[src/rtl/definitions_pkg.sv]
// definitions_pkg: instruction word types shared by the instruction register and its executor
package definitions_pkg;
    typedef enum logic [3:0] {ADD, SUB, MULT, DIV, SL, SR} op_t;
    typedef enum logic {UNSIGNED, SIGNED} operand_type_t;
    typedef union packed {
        logic signed [31:0] s_data;
        logic        [31:0] u_data;
    } data_t;
    typedef logic [4:0] address_t;
    typedef struct packed {
        op_t           opc;
        operand_type_t op_type;
        data_t         op_a;
        data_t         op_b;
    } instruction_t;
endpackage

[src/rtl/instruction_executor.sv]
// instruction_executor: walks the instruction array from start_ptr and executes each word, result on valid/ready; EXEC_DIV_EN adds the 32-cycle divider
module instruction_executor
    import definitions_pkg::*;
#(
    parameter int DEPTH = 32
) (
    input  logic         clk,
    input  logic         rst,
    input  logic         start,
    input  address_t     start_ptr,
    input  logic [5:0]   count,
    output address_t     read_pointer,
    input  instruction_t iw,
    output logic [63:0]  result,
    output logic         result_valid,
    input  logic         result_ready,
    output logic         error,
    output logic         busy,
    output logic         done
);
    typedef enum logic [2:0] {IDLE, FETCH, EXEC, DIVIDE, HOLD} state_t;

    state_t       state, state_next;
    address_t     ptr;
    logic [5:0]   remaining;
    instruction_t ir;
    logic [31:0]  a, b, sra;
    logic         sx, is_div, exec_err;
    logic [32:0]  sum;
    logic [63:0]  ext_a, ext_b, exec_res;

    assign a            = ir.op_a.u_data;
    assign b            = ir.op_b.u_data;
    assign sx           = ir.op_type == SIGNED;
    assign read_pointer = ptr;
    assign busy         = state != IDLE;
    assign result_valid = state == HOLD;

`ifdef EXEC_DIV_EN
    logic [31:0] rem_q, quo_q, rem_n, quo_n, a_mag, d_mag;
    logic [32:0] trial;
    logic [4:0]  iter;
    logic [63:0] div_res;

    assign is_div  = ir.opc == DIV;
    assign a_mag   = (sx & a[31]) ? -a : a;
    assign d_mag   = (sx & b[31]) ? -b : b;
    assign trial   = {rem_q, quo_q[31]} - {1'b0, d_mag};
    assign rem_n   = trial[32] ? {rem_q[30:0], quo_q[31]} : trial[31:0];
    assign quo_n   = {quo_q[30:0], ~trial[32]};
    assign div_res = (b == '0) ? {a, 32'hFFFF_FFFF} :
                     {(sx & a[31]) ? -rem_n : rem_n, (sx & (a[31] ^ b[31])) ? -quo_n : quo_n};
`else
    assign is_div = 1'b0;
`endif

    // single-cycle ALU for every opcode except DIV; ternary arms kept unsigned so SR's arithmetic shift lives in its own signal
    always_comb begin
        ext_a    = {{32{sx & a[31]}}, a};
        ext_b    = {{32{sx & b[31]}}, b};
        sum      = (ir.opc == SUB) ? {sx & a[31], a} - {sx & b[31], b} : {sx & a[31], a} + {sx & b[31], b};
        sra      = $signed(a) >>> b[4:0];
        exec_res = '0;
        exec_err = 1'b0;
        case (ir.opc)
            ADD, SUB: exec_res = {{31{sx & sum[32]}}, sum};
            MULT:     exec_res = ext_a * ext_b;
            SL:       exec_res = {32'b0, a << b[4:0]};
            SR:       exec_res = {32'b0, sx ? sra : a >> b[4:0]};
            default:  exec_err = 1'b1;
        endcase
    end

    // state register
    always_ff @(posedge clk) begin
        state <= rst ? IDLE : state_next;
    end

    // next-state decode
    always_comb begin
        state_next = state;
        case (state)
            IDLE:    state_next = (start && count != '0) ? FETCH : IDLE;
            FETCH:   state_next = EXEC;
            EXEC:    state_next = is_div ? DIVIDE : HOLD;
`ifdef EXEC_DIV_EN
            DIVIDE:  state_next = (iter == 5'd31) ? HOLD : DIVIDE;
`endif
            HOLD:    state_next = !result_ready ? HOLD : (remaining == 6'd1) ? IDLE : FETCH;
            default: state_next = IDLE;
        endcase
    end

    // pointer, instruction capture, result and divider datapath
    always_ff @(posedge clk) begin
        if (rst) begin
            ptr       <= '0;
            remaining <= '0;
            ir        <= '0;
            result    <= '0;
            error     <= 1'b0;
            done      <= 1'b0;
`ifdef EXEC_DIV_EN
            rem_q     <= '0;
            quo_q     <= '0;
            iter      <= '0;
`endif
        end else begin
            done <= 1'b0;
            case (state)
                IDLE: begin
                    if (start && count != '0) begin
                        ptr       <= start_ptr;
                        remaining <= count;
                    end else if (start) begin
                        done <= 1'b1;
                    end
                end
                FETCH: ir <= iw;
                EXEC: begin
                    result <= exec_res;
                    error  <= exec_err;
`ifdef EXEC_DIV_EN
                    if (is_div) begin
                        error <= b == '0;
                        rem_q <= '0;
                        quo_q <= a_mag;
                        iter  <= '0;
                    end
`endif
                end
`ifdef EXEC_DIV_EN
                DIVIDE: begin
                    rem_q <= rem_n;
                    quo_q <= quo_n;
                    iter  <= iter + 5'd1;
                    if (iter == 5'd31) result <= div_res;
                end
`endif
                HOLD: begin
                    if (result_ready) begin
                        ptr       <= (ptr == address_t'(DEPTH - 1)) ? '0 : ptr + 5'd1;
                        remaining <= remaining - 6'd1;
                        done      <= remaining == 6'd1;
                    end
                end
                default: ;
            endcase
        end
    end
endmodule

[config.mk]
export PLATFORM = sky130hd
export DESIGN_NAME = instruction_executor
export DESIGN_NICKNAME = d
export VERILOG_FILES = /design/src/rtl/definitions_pkg.sv /design/src/rtl/instruction_executor.sv
export SDC_FILE = /design/constraint.sdc
export NUM_CORES = 2
export LEC_CHECK = 0
export ABC_AREA = 1
export CORE_ASPECT_RATIO = 1.2
export CORE_UTILIZATION = 50
export CTS_BUF_LIST = sky130_fd_sc_hd__clkbuf_2
export DETAILED_ROUTE_END_ITERATION = 7
export PLACE_DENSITY_LB_ADDON = 0.12
export SYNTH_ARGS = -nofsm -noshare
export SYNTH_HDL_FRONTEND = slang
export SYNTH_SLANG_ARGS = --single-unit
[constraint.sdc]
create_clock -name clk -period 10.8 [get_ports clk]
set_input_delay 3.24 -clock clk [delete_from_list [all_inputs] [get_ports clk]]
set_output_delay 3.24 -clock clk [all_outputs]
set_load 0.03 [all_outputs]
==> summary.txt <==
Routing
  • WL met2: 92,230 microns
  • DRC Markers: 0
  • Pre-antenna DRT Iters: 8
  • Highest metal used: met5
  • Final wirelength: a little under 200,000 microns
  • Wl on met1: approximately 75,000 microns
  • Drt first-iter violations: slightly below 4,000
  • Vias per cell: around 5.4
  • Via count: about 46,000
  • Antenna Nets Post-Route: 0
  • Avg WL per Cell: 22.44 microns
  • Met3 WL: between 10,000 and 15,000 microns

CTS
  • CTS Buf Count: 17
  • # hold bufs at CTS: 0
  • Clk root buf: clkbuf_2
  • Clock slew at reported path FFs: 0.34 ns
  • H-tree Lvls: 4
  • Post-cts resize count: 0
  • Skew-Pair Late Insertion Delay: ~1.3 ns
  • CTS tree: done
  • Clock sinks: 149
  • Clock Path Buffers: 2
  • # Post-CTS Setup Buffers: 0

Hold path
  • WHS Path Cells: 2
  • Hold Path Class: register to register

Synth
  • Seq/Total Area, Yosys: 5.678%
  • Syn Nets: between 8,000 and 9,000
  • Post-synth EDFFs: 0
  • Count leader, synth: nand2_1
  • Dominant cells by area after synthesis: fa_1 (43%), nand2_1 (15%), inv_1 (13%), ha_1 (6.0%), dfxtp_1 (5.7%)
  • Post-synth cell types: 60
  • Post-synth top cells: nand2_1 (2,102), inv_1 (1,838), fa_1 (1,126)
  • Synth warnings: 0
  • Yosys reg bits: between 100 and 150
  • FFs w/ async S/R, synth: 0%
  • Synth area leader: fa_1
  • Post-synth top flop: dfxtp_1
  • Synth top area share: a little over two fifths
  • Synthesized area: roughly 53,000 sq um
  • Post-Syn Instances: approximately 7,300
  • Syn avg cell area: around 7 sq um

Worst setup path
  • Worst setup SP type: register
  • Worst EP arrival: about 10 ns
  • Critical path type: register to register
  • Most used cell, CP: fa_1
  • Critical Path RT: 11.88 ns
  • R2r worst-path depth: 28
  • Slowest cell delay on critical path: 0.98 ns
  • Critical path's slowest cell: fa_1
  • Critical path peak fanout: 32
  • Crit end category: register

Power
  • Sw power: ~2.5 mW
  • Leakage: slightly above 30 nW
  • Maximum VDD drop: around 0.095 mV
  • Reg power frac: approximately 17%
  • Clk pwr share: between 10% and 20%
  • Comb pwr share: 72.5%
  • Power Internal: ~1.6 mW
  • Switching Share: between 60% and 70%
  • Power density over cell area: approximately 74 nW/um^2

Final layout
  • Share of post-route cells with drive strength above 1: approximately 3.0%
  • Final nets: slightly below 9,000
  • Final instance area: 55,310 sq um
  • # fillers: about 10,000
  • Sequential Area: about 3000 sq um
  • Area of the multi-input gates: ~40,000 sq um
  • Area Growth Syn to Fin: 5.297%
  • Final cell count without fillers: about 8,600

STA
  • Final Hold Fails: 0
  • Setup WS post-layout: 1.411 ns
  • Least-Margin Pin Slew: around 1.4 ns
  • Setup_tns: 0 ns
  • Final Cycle Share: about 87%
  • RSZ-0062 raised after global routing: no
  • Max_slew headroom: 9.858%
  • Period minus WS final: around 9.4 ns
  • Clk_skew: approximately 0.13 ns
  • Max Slew Vio Count: 0
  • Hold Slack: 0.4819 ns
  • Setup-failing EPs final: 0
  • Fmax: around 110 MHz

Global route
  • Total congestion overflow: 0
  • First-pass GRT wire length: slightly below 300,000 microns
  • Overall global routing resource usage: between 30% and 40%
  • Initial antenna violation count: 10
  • Pin count of the biggest net entering global routing: between 70 and 80
  • Vias in the first global route: around 48,000

Die
  • Cell Rows: 129
  • Starting Density: roughly half
  • IO Count: between 150 and 200
  • Die area: roughly 110,000 sq um
  • Die W: about 300 microns
  • Core area: 103,600 sq um
  • Die Ht: ~360 microns

Placement
  • Area after DPL: approximately 55,000 sq um
  • DP HPWL: between 150,000 and 200,000 microns
  • Final GP Congestion: approximately 1.0
  • Dpl ws: around 1.5 ns
  • Inst Count DP: 8,543
  • IO buf count: between 150 and 200

Run status
  • Status: finished, final reports clean

Job
  • MaxCap Viol Count: 0
==> power by group through the flow <==
stage          clock [mW]  combinational [mW]  sequential, mW
6_report            0.437                2.98           0.690
5_1_grt             0.462                3.23           0.694
4_1_cts             0.453                2.94           0.686
3_5_place_dp            0                2.91           0.696
3_3_place_gp            0                2.91           0.694
2_1_floorplan           0                1.79           0.627
==> cells in the final DEF (no fill, tap or decap), types with 5 or more instances in the layout <==
cell type | Yosys | layout
a21boi_0 | 5 | 5
a21o_1 | 8 | 8
a21oi_1 | 296 | 296
a21oi_2 | 10 | 10
a31oi_1 | 10 | 10
buf_4 | 5 | 91
clkbuf_2 | 0 | 17
clkdlybuf4s50_1 | 0 | 155
clkinv_1 | 4 | 5
dfxtp_1 | 149 | 136
dfxtp_2 | 0 | 11
diode_2 | 0 | 8
fa_1 | 1126 | 1126
ha_1 | 251 | 251
inv_1 | 1838 | 1836
inv_2 | 20 | 21
inv_8 | 0 | 5
nand2_1 | 2102 | 2101
nand3_1 | 248 | 248
nand3b_1 | 11 | 11
nand4_1 | 39 | 39
nor2_1 | 325 | 325
nor2_2 | 7 | 7
nor3_1 | 23 | 23
nor4_1 | 5 | 5
o211ai_1 | 19 | 19
o21a_1 | 10 | 10
o21ai_0 | 249 | 249
o21ai_1 | 27 | 27
o21ai_2 | 5 | 5
o21bai_1 | 21 | 21
or2_2 | 16 | 16
xnor2_1 | 9 | 9
xor2_1 | 36 | 36
==> flip-flops by register name (all words and copies together) (netlist names) <==
| name | count |
|---|---|
| done | 1 |
| error | 1 |
| ir | 4 |
| read_pointer | 5 |
| state | 3 |
| result | 64 |
| remaining | 6 |
| sx | 1 |
| b | 32 |
| a | 32 |
==> cells by family (layout without fill, tap and decap cells) <==
group                      Yosys count  in the layout  synth area share [%]
adders and majority gates         1377           1377                 48.89
muxes                                2              2               0.03811
buffers and inverters             2232           2142                 16.20
AOI/OAI and AO/OA                  683            683                 7.115
and+or+nand+nor                   2802           2802                 21.33
other                                0              8                     0
DFF                                149            149                 5.678
xor gates and xnor gates            45             45                0.7503
==> critical path, delay by kind of cell (launching register included) <==
kind	cells	cell delay (ns)
fa+ha+maj	9	5.23
buf+inv	6	0.67
compound gates	1	0.06
simple gates	12	2.57
flops	1	0.70
==> cell type report <==
| type | count | area share, % |
|---|---|---|
| multi-input combinational | 4909 | 74.21 |
| clock buffer | 17 | 0.1538 |
| clock inverter | 15 | 0.3303 |
| sequential | 149 | 5.431 |
| inverter | 1862 | 12.64 |
| antenna | 8 | 0.03619 |
| timing repair buffer | 248 | 4.085 |
| tap | 1375 | 3.110 |
==> path summary, 6_finish.rpt <==
path | from | end | slack [ns]
worst max-delay path | sx$_SDFFE_PP0P_ | result[53]$_SDFFE_PP0N_ | 1.41
worst min-delay path | result[28]$_SDFFE_PP0N_ | result[28]$_SDFFE_PP0N_ | 0.48
worst max register to register | sx$_SDFFE_PP0P_ | result[53]$_SDFFE_PP0N_ | 1.41
worst min register to register | result[28]$_SDFFE_PP0N_ | result[28]$_SDFFE_PP0N_ | 0.48
==> stage by stage <==
stage / power, mW / util (%)
after detailed placement: 3.609 / 53.10
after global placement: 3.601 / 53.10
final: 4.105 / 53.38
after CTS: 4.079 / 53.36
after global routing: 4.391 / 53.37
after floorplan: 2.421 / -
==> layer usage <==
layer	vias to the layer above	track usage, %
met2	1800	62.92
met4	8	19.77
met1	23206	46.37
met5	-	0
met3	510	6.226
li1	20913	-
No activity file was read; power rests on OpenSTA's default activity.
